==> src/rtl/bt_pkg.sv <==
// Shared constants for the Bluetooth jump receiver: rx FSM state codes,
// ASCII command/status bytes and the bit-period helper.
package bt_pkg;

  typedef logic [2:0] rx_state_t;

  localparam rx_state_t ST_IDLE      = 3'd0;
  localparam rx_state_t ST_START     = 3'd1;
  localparam rx_state_t ST_DATA      = 3'd2;
  localparam rx_state_t ST_STOP      = 3'd3;
  localparam rx_state_t ST_WAIT_IDLE = 3'd4;

  localparam logic [7:0] CMD_JUMP_UC = 8'h4A;
  localparam logic [7:0] CMD_JUMP_LC = 8'h6A;
  localparam logic [7:0] STAT_ALIVE  = 8'h41;
  localparam logic [7:0] STAT_DEAD   = 8'h58;

  function automatic int bit_cyc(input int clk_hz, input int baud);
    return clk_hz / baud;
  endfunction

endpackage

==> src/rtl/bt_uart_tx.sv <==
// UART 8N1 byte transmitter: start accepted when not busy, frame is
// start(0), 8 data bits LSB first, stop(1), each BIT_CYC clocks long.
module bt_uart_tx #(
  parameter int BIT_CYC = 5208
) (
  input  logic       clk,
  input  logic       reset,
  input  logic       start,
  input  logic [7:0] data,
  output logic       tx,
  output logic       busy
);

  localparam int CNT_W = $clog2(BIT_CYC + 1);
  localparam logic [CNT_W-1:0] BIT_LAST = CNT_W'(BIT_CYC - 1);

  logic [9:0]       frame;
  logic [3:0]       bit_idx;
  logic [CNT_W-1:0] cnt;
  logic             busy_q;

  always_ff @(posedge clk) begin
    if (reset) begin
      busy_q  <= 1'b0;
      cnt     <= '0;
      bit_idx <= '0;
    end else if (!busy_q) begin
      if (start) begin
        busy_q  <= 1'b1;
        cnt     <= '0;
        bit_idx <= '0;
      end
    end else if (cnt == BIT_LAST) begin
      cnt <= '0;
      if (bit_idx == 4'd9) busy_q <= 1'b0;
      else                 bit_idx <= bit_idx + 1'b1;
    end else begin
      cnt <= cnt + 1'b1;
    end
  end

  // Frame shifter carries no reset; tx is forced idle while not busy.
  always_ff @(posedge clk) begin
    if (!busy_q && start)            frame <= {1'b1, data, 1'b0};
    else if (busy_q && cnt == BIT_LAST) frame <= {1'b1, frame[9:1]};
  end

  assign tx   = busy_q ? frame[0] : 1'b1;
  assign busy = busy_q;

endmodule

==> src/rtl/bt_jump_rx.sv <==
// HC-05 UART 8N1 receiver and 'J'/'j' jump decoder. Optional status
// transmitter of game_alive edges is built when BT_STATUS_TX_EN is defined.
module bt_jump_rx
  import bt_pkg::*;
#(
  parameter int CLK_HZ         = 50000000,
  parameter int BAUD           = 9600,
  parameter int JUMP_PULSE_CYC = 1
) (
  input  logic       clk,
  input  logic       reset,
  input  logic       rx,
  input  logic       game_alive,
  output logic       jump_btn,
  output logic [7:0] rx_data,
  output logic       rx_valid,
  output logic       frame_err,
  output logic       tx
);

  localparam int BIT_CYC  = bit_cyc(CLK_HZ, BAUD);
  localparam int HALF_CYC = BIT_CYC / 2;
  localparam int CNT_W    = $clog2(BIT_CYC + 1);
  localparam logic [CNT_W-1:0] BIT_LAST  = CNT_W'(BIT_CYC - 1);
  localparam logic [CNT_W-1:0] HALF_LAST = CNT_W'(HALF_CYC - 1);

  logic             rx_meta;
  logic             rx_s;
  rx_state_t        state;
  logic [CNT_W-1:0] cnt;
  logic [2:0]       bit_idx;
  logic [7:0]       shift;
  logic [7:0]       jump_cnt;

  always_ff @(posedge clk) begin
    if (reset) begin
      rx_meta <= 1'b1;
      rx_s    <= 1'b1;
    end else begin
      rx_meta <= rx;
      rx_s    <= rx_meta;
    end
  end

  always_ff @(posedge clk) begin
    if (reset) begin
      state     <= ST_IDLE;
      cnt       <= '0;
      bit_idx   <= '0;
      rx_data   <= 8'h00;
      rx_valid  <= 1'b0;
      frame_err <= 1'b0;
    end else begin
      rx_valid  <= 1'b0;
      frame_err <= 1'b0;
      case (state)
        ST_IDLE: begin
          cnt <= '0;
          if (!rx_s) state <= ST_START;
        end
        ST_START: begin
          if (cnt == HALF_LAST) begin
            cnt     <= '0;
            bit_idx <= '0;
            state   <= rx_s ? ST_IDLE : ST_DATA;
          end else begin
            cnt <= cnt + 1'b1;
          end
        end
        ST_DATA: begin
          if (cnt == BIT_LAST) begin
            cnt <= '0;
            if (bit_idx == 3'd7) state   <= ST_STOP;
            else                 bit_idx <= bit_idx + 1'b1;
          end else begin
            cnt <= cnt + 1'b1;
          end
        end
        ST_STOP: begin
          if (cnt == BIT_LAST) begin
            cnt <= '0;
            // Returning to IDLE here lets the next start edge be seen while rx_valid is high.
            if (rx_s) begin
              rx_data  <= shift;
              rx_valid <= 1'b1;
              state    <= ST_IDLE;
            end else begin
              frame_err <= 1'b1;
              state     <= ST_WAIT_IDLE;
            end
          end else begin
            cnt <= cnt + 1'b1;
          end
        end
        ST_WAIT_IDLE: begin
          if (rx_s) state <= ST_IDLE;
        end
        default: state <= ST_IDLE;
      endcase
    end
  end

  always_ff @(posedge clk) begin
    if (state == ST_DATA && cnt == BIT_LAST) shift <= {rx_s, shift[7:1]};
  end

  // A repeated jump byte reloads the width counter, stretching the pulse.
  always_ff @(posedge clk) begin
    if (reset)
      jump_cnt <= '0;
    else if (rx_valid && (rx_data == CMD_JUMP_UC || rx_data == CMD_JUMP_LC))
      jump_cnt <= 8'(JUMP_PULSE_CYC);
    else if (jump_cnt != '0)
      jump_cnt <= jump_cnt - 1'b1;
  end

  assign jump_btn = (jump_cnt != '0);

`ifdef BT_STATUS_TX_EN
  logic       alive_q;
  logic       pend;
  logic [7:0] pend_code;
  logic       tx_start;
  logic       tx_busy;

  // Only the newest edge is held; an edge in the launch cycle re-arms pend.
  always_ff @(posedge clk) begin
    if (reset) begin
      alive_q <= 1'b1;
      pend    <= 1'b0;
    end else begin
      alive_q <= game_alive;
      if (game_alive != alive_q) pend <= 1'b1;
      else if (tx_start)         pend <= 1'b0;
    end
  end

  always_ff @(posedge clk) begin
    if (game_alive != alive_q) pend_code <= game_alive ? STAT_ALIVE : STAT_DEAD;
  end

  assign tx_start = pend && !tx_busy;

  bt_uart_tx #(
    .BIT_CYC(BIT_CYC)
  ) u_tx (
    .clk  (clk),
    .reset(reset),
    .start(tx_start),
    .data (pend_code),
    .tx   (tx),
    .busy (tx_busy)
  );
`else
  logic unused_game_alive;
  assign unused_game_alive = game_alive;
  assign tx = 1'b1;
`endif

endmodule

==> config.mk <==
export PLATFORM = sky130hd
export DESIGN_NAME = bt_jump_rx
export DESIGN_NICKNAME = d
export VERILOG_FILES = /design/src/rtl/bt_pkg.sv /design/src/rtl/bt_uart_tx.sv /design/src/rtl/bt_jump_rx.sv
export SDC_FILE = /design/constraint.sdc
export NUM_CORES = 1
export LEC_CHECK = 0
export ABC_AREA = 1
export BUFFER_PORTS_ARGS = -buffer_cell sky130_fd_sc_hd__buf_2
export CORE_MARGIN = 1
export CORE_UTILIZATION = 59
export CTS_CLUSTER_SIZE = 40
export DETAILED_ROUTE_END_ITERATION = 10
export PLACE_DENSITY = 0.78
export SLEW_MARGIN = 20
export SYNTH_ARGS = -nofsm -noshare
export SYNTH_HDL_FRONTEND = slang
export SYNTH_SLANG_ARGS = --single-unit
export TNS_END_PERCENT = 30
==> constraint.sdc <==
create_clock -name clk -period 2.9 [get_ports clk]
set_clock_uncertainty 0.15 [all_clocks]
set_input_delay 0.435 -clock clk [delete_from_list [all_inputs] [get_ports clk]]
set_output_delay 0.435 -clock clk [all_outputs]
set_load 0.005 [all_outputs]
# Word level (Yosys, flattened, before mapping)
# Index checks and enable logic that the tools add are counted.
# classes
n_addsub	3
multipliers	0
n_div	0
n_lt_le_gt_ge	0
n_eq_ne	16
shift	0
muxes	20
bitwise_logic	2
n_reduce_logical	14
# op_table
cell	n
13-bit case mux with 3 select lines	1
3-bit two-way mux	10
13-bit two-way mux	2
8-bit by 7-bit equality test with 1-bit output (second input constant)	2
3-bit case mux with 5 select lines	1
2-bit != test (second input constant)	7
13-bit by 1-bit adder with 13-bit output (second input constant)	1
13-bit by 12-bit equality test with 1-bit output (second input constant)	1
13-bit equality test (second input constant)	1
8-bit nonzero test	1
8-bit by 1-bit subtractor with 8-bit output (second input constant)	1
3-bit by 2-bit equality test with 1-bit output (second input constant)	2
3-bit equality test (second input constant)	2
3-bit case mux with 2 select lines	1
6-bit AND reduction	1
1-bit two-way mux	4
4-bit AND reduction	1
2-bit nonzero test	2
2-bit OR reduction	2
3-bit by 1-bit adder with 3-bit output (second input constant)	1
3-bit by 1-bit equality test with 1-bit output (second input constant)	1
3-bit zero test	1
3-bit AND reduction	1
3-bit nonzero test	1
other kinds (5)	7
# totals
reg_bits	47
latchBits	0
ram_bits	0
mem_bits_ro	0
in_bits	4
mem_count	0

# Longest topological paths before layout
# logic_depth
ltp_word	4
depth_mapped	10

# Worst setup path after synthesis
# No wires, ideal clock.
# synth_timing
path_kind	reg2reg
from	register cnt[0]
to	register shift[0] (enable)
setup_time_ns	0.395
arrival_time_ns	1.693
required_time_ns	2.355
slack_ns	0.662
path_stages_with_launch	6
period_less_slack_ns	2.238
cell_sequence	dfxtp_1 -> ha_1 -> nand2_1 -> nor2_1 -> nand3_2 -> nor4_1
# synth_via
elab_chain_len	2
# synth_rtl
item	line	source
start: declaration	bt_jump_rx.sv:30	logic [CNT_W-1:0] cnt;
start signal: assignment	bt_jump_rx.sv:67	cnt <= cnt + 1'b1;
start signal: assignment	bt_jump_rx.sv:76	cnt <= cnt + 1'b1;
start signal: assignment	bt_jump_rx.sv:92	cnt <= cnt + 1'b1;
13-bit equality test	bt_jump_rx.sv:104	if (state == ST_DATA && cnt == BIT_LAST) shift <= {rx_s, shift[7:1]};
1-bit logical AND	bt_jump_rx.sv:104	
end signal: assignment	bt_jump_rx.sv:104	
end: declaration	bt_jump_rx.sv:32	logic [7:0] shift;
# Every way passes these cells.
# A chain may end at the register's enable or synchronous reset.

# Worst setup path after layout
# layout_timing
from	register state[2]
to	register rx_data[2]
# layout_via
elab_chain_len	2
# layout_rtl
item	line	source
start: declaration	bt_jump_rx.sv:29	rx_state_t state;
start signal: assignment	bt_jump_rx.sv:65	state <= rx_s ? ST_IDLE : ST_DATA;
3-bit by 2-bit equality test with 1-bit output	bt_jump_rx.sv:56	case (state)
3-bit AND reduction (no source line)	-	
end signal: assignment	bt_jump_rx.sv:84	rx_data <= shift;
end: declaration	bt_jump_rx.sv:15	output logic [7:0] rx_data,
# Every way passes these cells.

==> impl_metrics.tcl <==
set metrics [dict create \
    antenna_found_initial 0 \
    setup_violations 0 \
    die_w_um 63.6 \
    rsz0062_at_grt "false" \
    postPlaceCellArea_um2 2340 \
    outcome "completed" \
    cp_slowest_cell "dfxtp_1" \
    seq_area_frac_synth_pct 45.5 \
    synthArstFlopShare_pct 0 \
    yosys-top-cells-area "dfxtp_1, nand2_1, edfxtp_1" \
    first_iter_violations 92 \
    cap_violations 0 \
    areaGrowthSynthToFinish_pct 9.32 \
    final_common_cell "nand2_1" \
    dp.cells 355 \
    numPortBuffers 13 \
    whs_ps 160 \
    post_cts_resized 0 \
    power.total_mw 1.70 \
    layout_common_cells "nand2_1, nor2_1, dfxtp_1, inv_1, a21oi_1" \
    finalCriticalPeriod_ps 2080 \
    critPathRequiredTime_ps 2950 \
    synth_largest_type_area_fraction_pct 34.8 \
    dr_total_vias 1856 \
    hp-start "rx" \
    gp_congestion 0.858 \
    yosys_warnings 0 \
    cts.path.max_buffers 2 \
    period_share_pct 71.6 \
    clk_pin_slew_ps 90 \
    worst-path-max-fanout 18 \
    grt_first_pass_wirelength_um 7150 \
    stdcell_area_um2 2450 \
    io_pins 16 \
    critPathCaptureType "register" \
    grt_pass1_vias 1724 \
    route.detailed.drc 0 \
    netlist_instances 299 \
    first_pass_iters 4 \
    dieArea_um2 4050 \
    dp_hpwl_um 2950 \
    grt_max_degree 19 \
    crit_top_cell "nor2_1" \
    synth_area_per_cell_um2 7.50 \
    ant_nets 0 \
    synth_cell_types 33 \
    arrival_ps 2130 \
    start_util_pct 61.2 \
    clk_latency_ps 300 \
    yosysTopAreaCell "dfxtp_1" \
    core_um2 3660 \
    synth_edf_count 8 \
    drt-wirelength-per-cell_um 11.2 \
    final_layout_size_suffix_gt1_share_pct 14.0 \
    htreeDepth 2 \
    cts_tree "built" \
    stdcell_count 363 \
    gr-total-overflow 0 \
    hp-class "input port to register" \
    numCtsBuffers 5 \
    synth_top_flop_cell "dfxtp_1" \
    netlist_area_um2 2240 \
    powerDensity_nw_per_um2 692 \
    postCtsSetupBuffers 0 \
    routed_wl_um 4050 \
    cts_root_buf "clkbuf_8" \
    slew_headroom_pct 48.3 \
    critPathLaunch "state[2]$_SDFFE_PP0P_" \
    slew_viol_final 0 \
    cpPeakStageDelay_ps 830 \
    hold_viol_final 0 \
    worstMarginPinSlew_ps 775 \
    syn_nets 308 \
    yosys_register_bits 47 \
    die_h_um 63.6 \
    diodes 0 \
    core.rowCount 22 \
    crit_chain "nor2_2 -> nand2_1 -> nor2_1 -> nand2_1 -> inv_1 -> nor2_1 -> nor2_1" \
    fmax_mhz 481 \
    vias_per_cell 5.11 \
    path_class "register to register" \
    worstReg2RegStart "state[2]$_SDFFE_PP0P_" \
    peakVddDrop_v 0.000444 \
    track_usage_pct 22.2 \
    holdBufCountCts 0 \
    power.static_leakage_nw 1.11 \
    final_nets 323 \
    setup-tns-final_ps 0 \
    cp-start-kind "register" \
    cts.sinks 47 \
]
[Yosys cell counts, types with 3 or more instances]
master and count:
nor3_1 6, or2_2 3, nand2_1 68, xor2_1 4
nor4_1 3, o21ai_0 7, inv_1 29, o21ai_1 8
edfxtp_1 8, ha_1 5, nor2_1 44, nand4_1 7
a21oi_1 17, dfxtp_1 39, nand3_1 15, nand2_2 3
inv_2 8
[worst paths after layout]
path / end / slack (ps) / cells after the start
worst max-delay path: rx_data[2]$_SDFFE_PP0P_ / 820 / 7
worst min register to register: rx_s$_SDFF_PP1_ / 280 / 1
worst max register to register: rx_data[2]$_SDFFE_PP0P_ / 820 / 7
worst min-delay path: rx_meta$_SDFF_PP1_ / 160 / 2
[layout make-up]
| type | count | area [um2] |
|---|---|---|
| fillers | 326 | 1210 |
| multi-input cells | 207 | 1030 |
| flip-flops and latches | 47 | 1020 |
| inverters | 38 | 143 |
| repair buffers | 15 | 80.1 |
| clock buffers | 5 | 68.8 |
| well taps | 48 | 60.1 |
| clock inverters | 3 | 43.8 |
[flip-flops by register name, summed over array words and instances (netlist names)]
| name | cells |
|---|---|
| cnt | 13 |
| jump_cnt | 8 |
| rx_data | 8 |
| shift | 8 |
| bit_idx | 3 |
| state | 3 |
| frame_err | 1 |
| rx_meta | 1 |
| rx_s | 1 |
| rx_valid | 1 |
[logic make-up after synthesis]
| family | after synthesis | synth area share, % |
|---|---|---|
| AO/OA/AOI/OAI | 37 | 8.82 |
| XOR/XNOR | 6 | 2.34 |
| adder cells (fa/ha/maj) | 5 | 2.79 |
| buffers and inverters | 45 | 8.31 |
| flip-flops | 47 | 45.5 |
| other | 1 | 0.167 |
| AND/OR/NAND/NOR | 158 | 32.0 |
[per-stage QoR]
stage | utilization, % | setup slack, ps
floorplan | - | 662
global placement | 63.9 | 848
detailed placement | 63.9 | 826
CTS | 67.0 | 801
global route | 67.0 | 587
finish | 67.0 | 822
[routing by layer]
metal	track usage, %	part of all wire [%]
met5	0	0
met3	5.07	2.7
met4	6.53	0.91
met1	27.8	48
met2	37.8	48
[where the power goes]
group | switching [mW] | internal (mW) | leakage [nW]
Combinational | 0.276 | 0.149 | 0.666
Sequential | 0.0801 | 0.705 | 0.387
Clock | 0.228 | 0.257 | 0.0581
[worst max-delay path: cells and delay by family, from the launching register on]
kind | cells | cell delay [ps]
AND/OR/NAND/NOR | 6 | 800
flip-flops | 1 | 830
buffers and inverters | 1 | 190
Note: power is estimated with default switching activity, not from simulation.
